`config.mk`:
```
export PLATFORM = sky130hd
export DESIGN_NAME = clock_divider_prog
export DESIGN_NICKNAME = d
export VERILOG_FILES = /design/src/rtl/clock_divider_prog.sv
export SDC_FILE = /design/constraint.sdc
export NUM_CORES = 1
export LEC_CHECK = 0
export CORE_MARGIN = 3
export CORE_UTILIZATION = 40
export DETAILED_ROUTE_END_ITERATION = 10
export GPL_TIMING_DRIVEN = 1
export PLACE_DENSITY = 0.68
export SYNTH_ARGS = -nofsm -noshare
export SYNTH_HDL_FRONTEND = slang
export SYNTH_SLANG_ARGS = --single-unit
```
`constraint.sdc`:
```
create_clock -name bigClk -period 3.89 [get_ports bigClk]
set_input_delay 0.778 -clock bigClk [delete_from_list [all_inputs] [get_ports bigClk]]
set_output_delay 0.778 -clock bigClk [all_outputs]
set_load 0.05 [all_outputs]
```
`src/rtl/clock_divider_prog.sv`:
```
// rtl/clock_divider_prog.sv - multi-channel programmable clock divider with shadowed, glitch-free divisor updates
// Optional feature macro: CLKDIV_PHASE_SYNC_EN (adds sync_in to phase-align every channel)
module clock_divider_prog #(
   parameter int NUM_CH      = 2,
   parameter int CNT_W       = 16,
   parameter int DEFAULT_DIV = 8000
) (
   input  logic                                           bigClk,
   input  logic                                           reset,
   input  logic [NUM_CH-1:0]                              ch_en,
   input  logic                                           div_wr,
   input  logic [((NUM_CH > 1) ? $clog2(NUM_CH) : 1)-1:0] div_ch,
   input  logic [CNT_W-1:0]                               div_val,
`ifdef CLKDIV_PHASE_SYNC_EN
   input  logic                                           sync_in,
`endif
   output logic [NUM_CH-1:0]                              smallClk,
   output logic [NUM_CH-1:0]                              tick,
   output logic [NUM_CH-1:0]                              div_pend
);

   localparam int               CH_W    = (NUM_CH > 1) ? $clog2(NUM_CH) : 1;
   localparam logic [CNT_W-1:0] RST_DIV = CNT_W'(DEFAULT_DIV);

   // Phase-alignment request; tied off when the feature is not built in
   logic sync_w;
`ifdef CLKDIV_PHASE_SYNC_EN
   assign sync_w = sync_in;
`else
   assign sync_w = 1'b0;
`endif

   genvar g;
   generate
      for (g = 0; g < NUM_CH; g++) begin : g_ch
         localparam logic [CH_W-1:0] CH_IDX = CH_W'(g);

         logic [CNT_W-1:0] count_q, count_d;
         logic [CNT_W-1:0] active_q, active_d;
         logic [CNT_W-1:0] shadow_q, shadow_d;
         logic [CNT_W-1:0] shadow_eff;
         logic             clk_q, clk_d;
         logic             tick_q, tick_d;
         logic             pend_q, pend_d;
         logic             wr_hit, terminal, apply;

         // Next state: sync realign, count or terminal toggle, and shadow-to-active handoff.
         // A write landing on an apply cycle bypasses the shadow so it takes effect immediately.
         always_comb begin
            wr_hit     = div_wr && (div_ch == CH_IDX);
            terminal   = (count_q >= active_q);
            shadow_eff = wr_hit ? div_val : shadow_q;
            apply      = 1'b0;
            count_d    = count_q;
            active_d   = active_q;
            shadow_d   = wr_hit ? div_val : shadow_q;
            clk_d      = clk_q;
            tick_d     = 1'b0;
            pend_d     = pend_q;
            if (sync_w) begin
               // Realign: apply what was already pending; a same-cycle write stays pending
               count_d  = '0;
               clk_d    = 1'b0;
               active_d = shadow_q;
               pend_d   = wr_hit;
            end else begin
               apply = !ch_en[g] || terminal;
               if (ch_en[g]) begin
                  if (terminal) begin
                     count_d = '0;
                     clk_d   = ~clk_q;
                     tick_d  = 1'b1;
                  end else begin
                     count_d = count_q + CNT_W'(1);
                  end
               end
               if (apply) begin
                  active_d = shadow_eff;
                  pend_d   = 1'b0;
               end else if (wr_hit) begin
                  pend_d = 1'b1;
               end
            end
         end

         // Channel state registers with synchronous active-high reset
         always_ff @(posedge bigClk) begin
            if (reset) begin
               count_q  <= '0;
               active_q <= RST_DIV;
               shadow_q <= RST_DIV;
               clk_q    <= 1'b0;
               tick_q   <= 1'b0;
               pend_q   <= 1'b0;
            end else begin
               count_q  <= count_d;
               active_q <= active_d;
               shadow_q <= shadow_d;
               clk_q    <= clk_d;
               tick_q   <= tick_d;
               pend_q   <= pend_d;
            end
         end

         assign smallClk[g] = clk_q;
         assign tick[g]     = tick_q;
         assign div_pend[g] = pend_q;
      end
   endgenerate

endmodule

```
### Yosys cells after proc, flatten, opt, wreduce, memory -nomap -nowiden

Cells that the tools add are included.

* multiplexer cells: 6
* reduce and logical (&&, ||, !) cells: 12
* $add $sub $neg: 2
* magnitude comparators: 2
* bitwise gates (word level): 5

Operators with widths (count)
* $mux 16: 4
* $add 16x1->16 const B: 2
* $ge 16x16->1: 2
* $reduce_or 2->1: 4
* $not 1->1: 5
* $reduce_and 2->1: 2
* $logic_and 1x1->1: 2
* $logic_not 1->1: 2
* $logic_or 1x1->1: 2
* $mux 1: 2

* output and inout bits: 6
* logic and storage cells: 39
* input port bits: 22
* register bits: 102

### Depth between registers and ports, before layout

* depth after elaboration: 3
* mapped depth: 9
* gate-level depth less buffers: 7

### Worst setup path before layout

OpenSTA, ideal clock, no wires.

* path kind: flip-flop to flip-flop
* start point: register g_ch[1].count_q[0]
* end point: register g_ch[1].active_q[13]
* period minus slack after synthesis: 2658 ps
* data required time: 3773 ps
* buffers on the path: 2
* library setup time: 117 ps
* arrival: 2541 ps
* path slack: 1232 ps
* stages on the path, launching flop included: 10
* path through: dfxtp_1 -> inv_1 -> ha_1 -> nand2b_4 -> a2111o_1 -> a32o_2 -> or4b_1 -> buf_6 -> buf_8 -> o22a_1

* word-level cells in the longest chain between the ends: 2

RTL lines
* start, declared: RTL line 38 `logic [CNT_W-1:0] count_q, count_d;`
* start signal, assigned: RTL line 96 `count_q <= count_d;`
* $ge 16x16->1: RTL line 51 `terminal = (count_q >= active_q);`
* $logic_or 1x1->1: RTL line 67 `apply = !ch_en[g] || terminal;`
* end signal, assigned: RTL line 97 `active_q <= active_d;`
* end, declared: RTL line 39 `logic [CNT_W-1:0] active_q, active_d;`

Every way passes these cells.
A chain may end at the register's enable or synchronous reset.

### Final worst setup path

* start point: register g_ch[1].count_q[0]
* end point: register g_ch[1].active_q[1]

The elaborated chain is that of the path after synthesis.

==> summary.md <==
| Metric | Value |
|---|---|
| Max Cap Viol | 0 |
| Routed len/inst | 13.6 um |
| Synth Area in Compound Gates | 0.140 |
| Slew Limit Fails | 0 |
| WS Path Type | reg2reg |
| # H-tree levels | 3 |
| Via count of the first global-routing pass | 3498 |
| CTS tree | built |
| Distinct cells, synth | 50 |
| Critical-path cell list | inv_1 > ha_1 > nand2b_4 > a2111o_1 > a32o_2 > or4b_1 > o22a_2 |
| Unrepaired setup endpoints after global routing | false |
| Post-layout net count | 590 |
| Hold crit path type | reg2reg |
| Routed vias | 3484 |
| ANT nets after route | 0 |
| Worst path top cell family by delay | compound AO/OA/AOI/OAI gates |
| Final Skew | 6.67 ps |
| Largest family of logic cells by synthesized area | simple AND/OR/NAND/NOR gates |
| WL final | 9.18 mm |
| Die ar. | 13000 sq um |
| Status | completed |
| CP startpoint kind | flop |
| Worst VDD drop | 0.000353 V |
| Cell Rows | 38 |
| Drt pass-1 iters | 4 |
| Clock Sinks | 102 |
| Power Density | 418 nW/um^2 |
| Number of enable flip-flop cells after synthesis | 0 |
| Max Fclk | 334 MHz |
| Inserted Diodes | 0 |
| Setup crit end kind | flop |
| Net Count, Synth | 577 |
| Die width | 114 um |
| Layout area overhead | 12.9% |
| Commonest register cell after synthesis | dfxtp_1 |
| Critical Path RT | 4130 ps |
| Crit path max fanout | 18 |
| Hold Vio Cnt, Final | 0 |
| Initial antenna violation count | 0 |
| # IOs | 28 |
| Synthesized instance count | 521 |
| Seq/Total Area, Yosys | 0.438 |
| Global route overflow | 0 |
| Synth Area in Simple Gates | 0.208 |
| CP bufs+invs | 1 |
| Die Y-Extent | 114 um |
| Hold WS | 459 ps |
| Slew HR | 0.541 |
| Initial DRC Count | 186 |
| Core Area | 11100 sq um |
| Cts hold-fix bufs | 0 |
| Filler Cell Count | 1082 |
| Synth area leaders | dfxtp_1 44%, ha_1 9.1%, nand2_1 5.8%, xor2_1 3.8%, inv_1 3.5% |
| Leading area contributor after synthesis | dfxtp_1 |
| DRC | 0 |
| Synth Cell Area | 4660 sq um |
| Worst EP arrival | 3230 ps |
| Ys async rst share | 0 |
| Via density per instance | 5.15 |
| Slew @ Worst Pin | 689 ps |
| Adder-cell share of the synthesized area | 0.0913 |
| Fin crit period | 2990 ps |
| Ys Warns | 0 |
| Layout cells sized above 1 | 0.0615 |
| Setup violators final | 0 |
| Starting density of the core | 0.419 |
| Pin count of the biggest net entering global routing | 39 |
| Slowest CP cell | or4b_1 |
| Count of buffers from port buffering | 27 |
| Synth top area share | 0.438 |
| CTS max path bufs | 2 |
| DP HPWL | 6.92 mm |
| Avg Cell Area, Syn | 8.94 sq um |
| Worst-Skew Late Latency | 340 ps |
| Num CTS Buffers | 9 |
| Cts repair resizes | 0 |
| LEAKAGE | 2.18 nW |
| TNS Setup | 0 ps |
| CTS Root Cell | clkbuf_16 |
| First-pass GRT wire length | 16.0 mm |
| Total GRT Usage | 0.152 |
| Seq cells post-synth | 102 |
| Critical path's largest stage delay | 870 ps |
| Clk pin slew, worst setup/hold paths | 70 ps |
| Mux cell area share after synthesis | 0 |
| Post-Synth XOR/XNOR Area | 0.0545 |
| Period utilization | 0.770 |
| Final Wtd Congestion | 0.825 |
| Post-CTS Setup Inserts | 0 |
## Yosys cell counts (4+ instances only)
cell type  count
xnor2_1        9
nor3_1         4
xor2_1        20
o22a_2         9
dfxtp_1      102
nand3_1       11
ha_1          34
buf_4          7
a22o_1         6
o21ai_0        6
o22ai_1        6
and3_1        11
or3_1          5
nand2_1       72
nor2_1        39
nand3b_1       6
a2bb2oi_1     10
a211oi_1       7
inv_1         43
nand2b_1       7
and4_1         8
a21oi_1       31
clkbuf_1      17
nand4_1       13
nor3b_1        5
## worst paths after layout
path                        from                   to  slack, ps  cells past startpoint
max reg2reg   g_ch[1].count_q[0]  g_ch[1].active_q[1]        900                      7
min          g_ch[1].shadow_q[9]  g_ch[1].shadow_q[9]        460                      2
min reg2reg  g_ch[1].shadow_q[9]  g_ch[1].shadow_q[9]        460                      2
max           g_ch[1].count_q[0]  g_ch[1].active_q[1]        900                      7
## routing by layer
metal	up-vias	GRT usage	part of all wire
met5	-	0	0
met4	0	0.0618	0.025
met3	17	0.0424	0.029
met2	41	0.257	0.48
met1	1613	0.181	0.47
li1	1813	-	-
## where the power goes
part           total, mW  switching, mW  internal (mW)
sequential          1.12         0.0236           1.10
combinational      0.202          0.110         0.0921
clock              0.877          0.382          0.495
total               2.20          0.516           1.68
## layout make-up
class	count	area, sq um	area share
tap	140	175	0.0333
inverter	43	161	0.0307
timing repair buffer	31	300	0.0571
sequential	102	2040	0.388
clock inverter	5	60.1	0.0114
multi-input combinational	347	2300	0.437
clock buffer	9	225	0.0428
## cell usage in the layout, fill, tap and decap left out, types with 13 or more instances in the layout
master / count
a21oi_1: 31
inv_1: 43
clkdlybuf4s50_1: 27
nand2_1: 72
xor2_1: 20
nor2_1: 39
nand4_1: 13
dfxtp_1: 102
ha_1: 34
## stage by stage
stage          utilization  worst slack [ps]  power (mW)  cell area, sq um  instances
2_1_floorplan            -              1230        1.28              4660        521
3_3_place_gp         0.447               979        1.34              4980        663
3_5_place_dp         0.447               912        1.35              4980        663
4_1_cts              0.473               896        2.22              5260        677
5_1_grt              0.473               768        2.30              5260        677
6_report             0.473               896        2.20              5260        677
## state kept, by name, summed over array words and instances (netlist names)
signal	cells
g_ch.active_q	32
g_ch.count_q	32
g_ch.shadow_q	32
g_ch.clk_q	2
g_ch.pend_q	2
g_ch.tick_q	2
## cells by family after synthesis
logic type / Yosys count
flip-flops: 102
AO/OA/AOI/OAI: 91
buffers and inverters: 72
adder cells (fa/ha/maj): 34
XOR/XNOR: 29
AND/OR/NAND/NOR: 193
## worst reg2reg max path, delay by kind of cell (launching register included)
kind            cells  cell delay (ps)
compound gates      3             1040
simple gates        2             1000
flops               1              460
fa+ha+maj           1              290
buf+inv             1              100
Note: power is estimated with default switching activity, not from simulation.
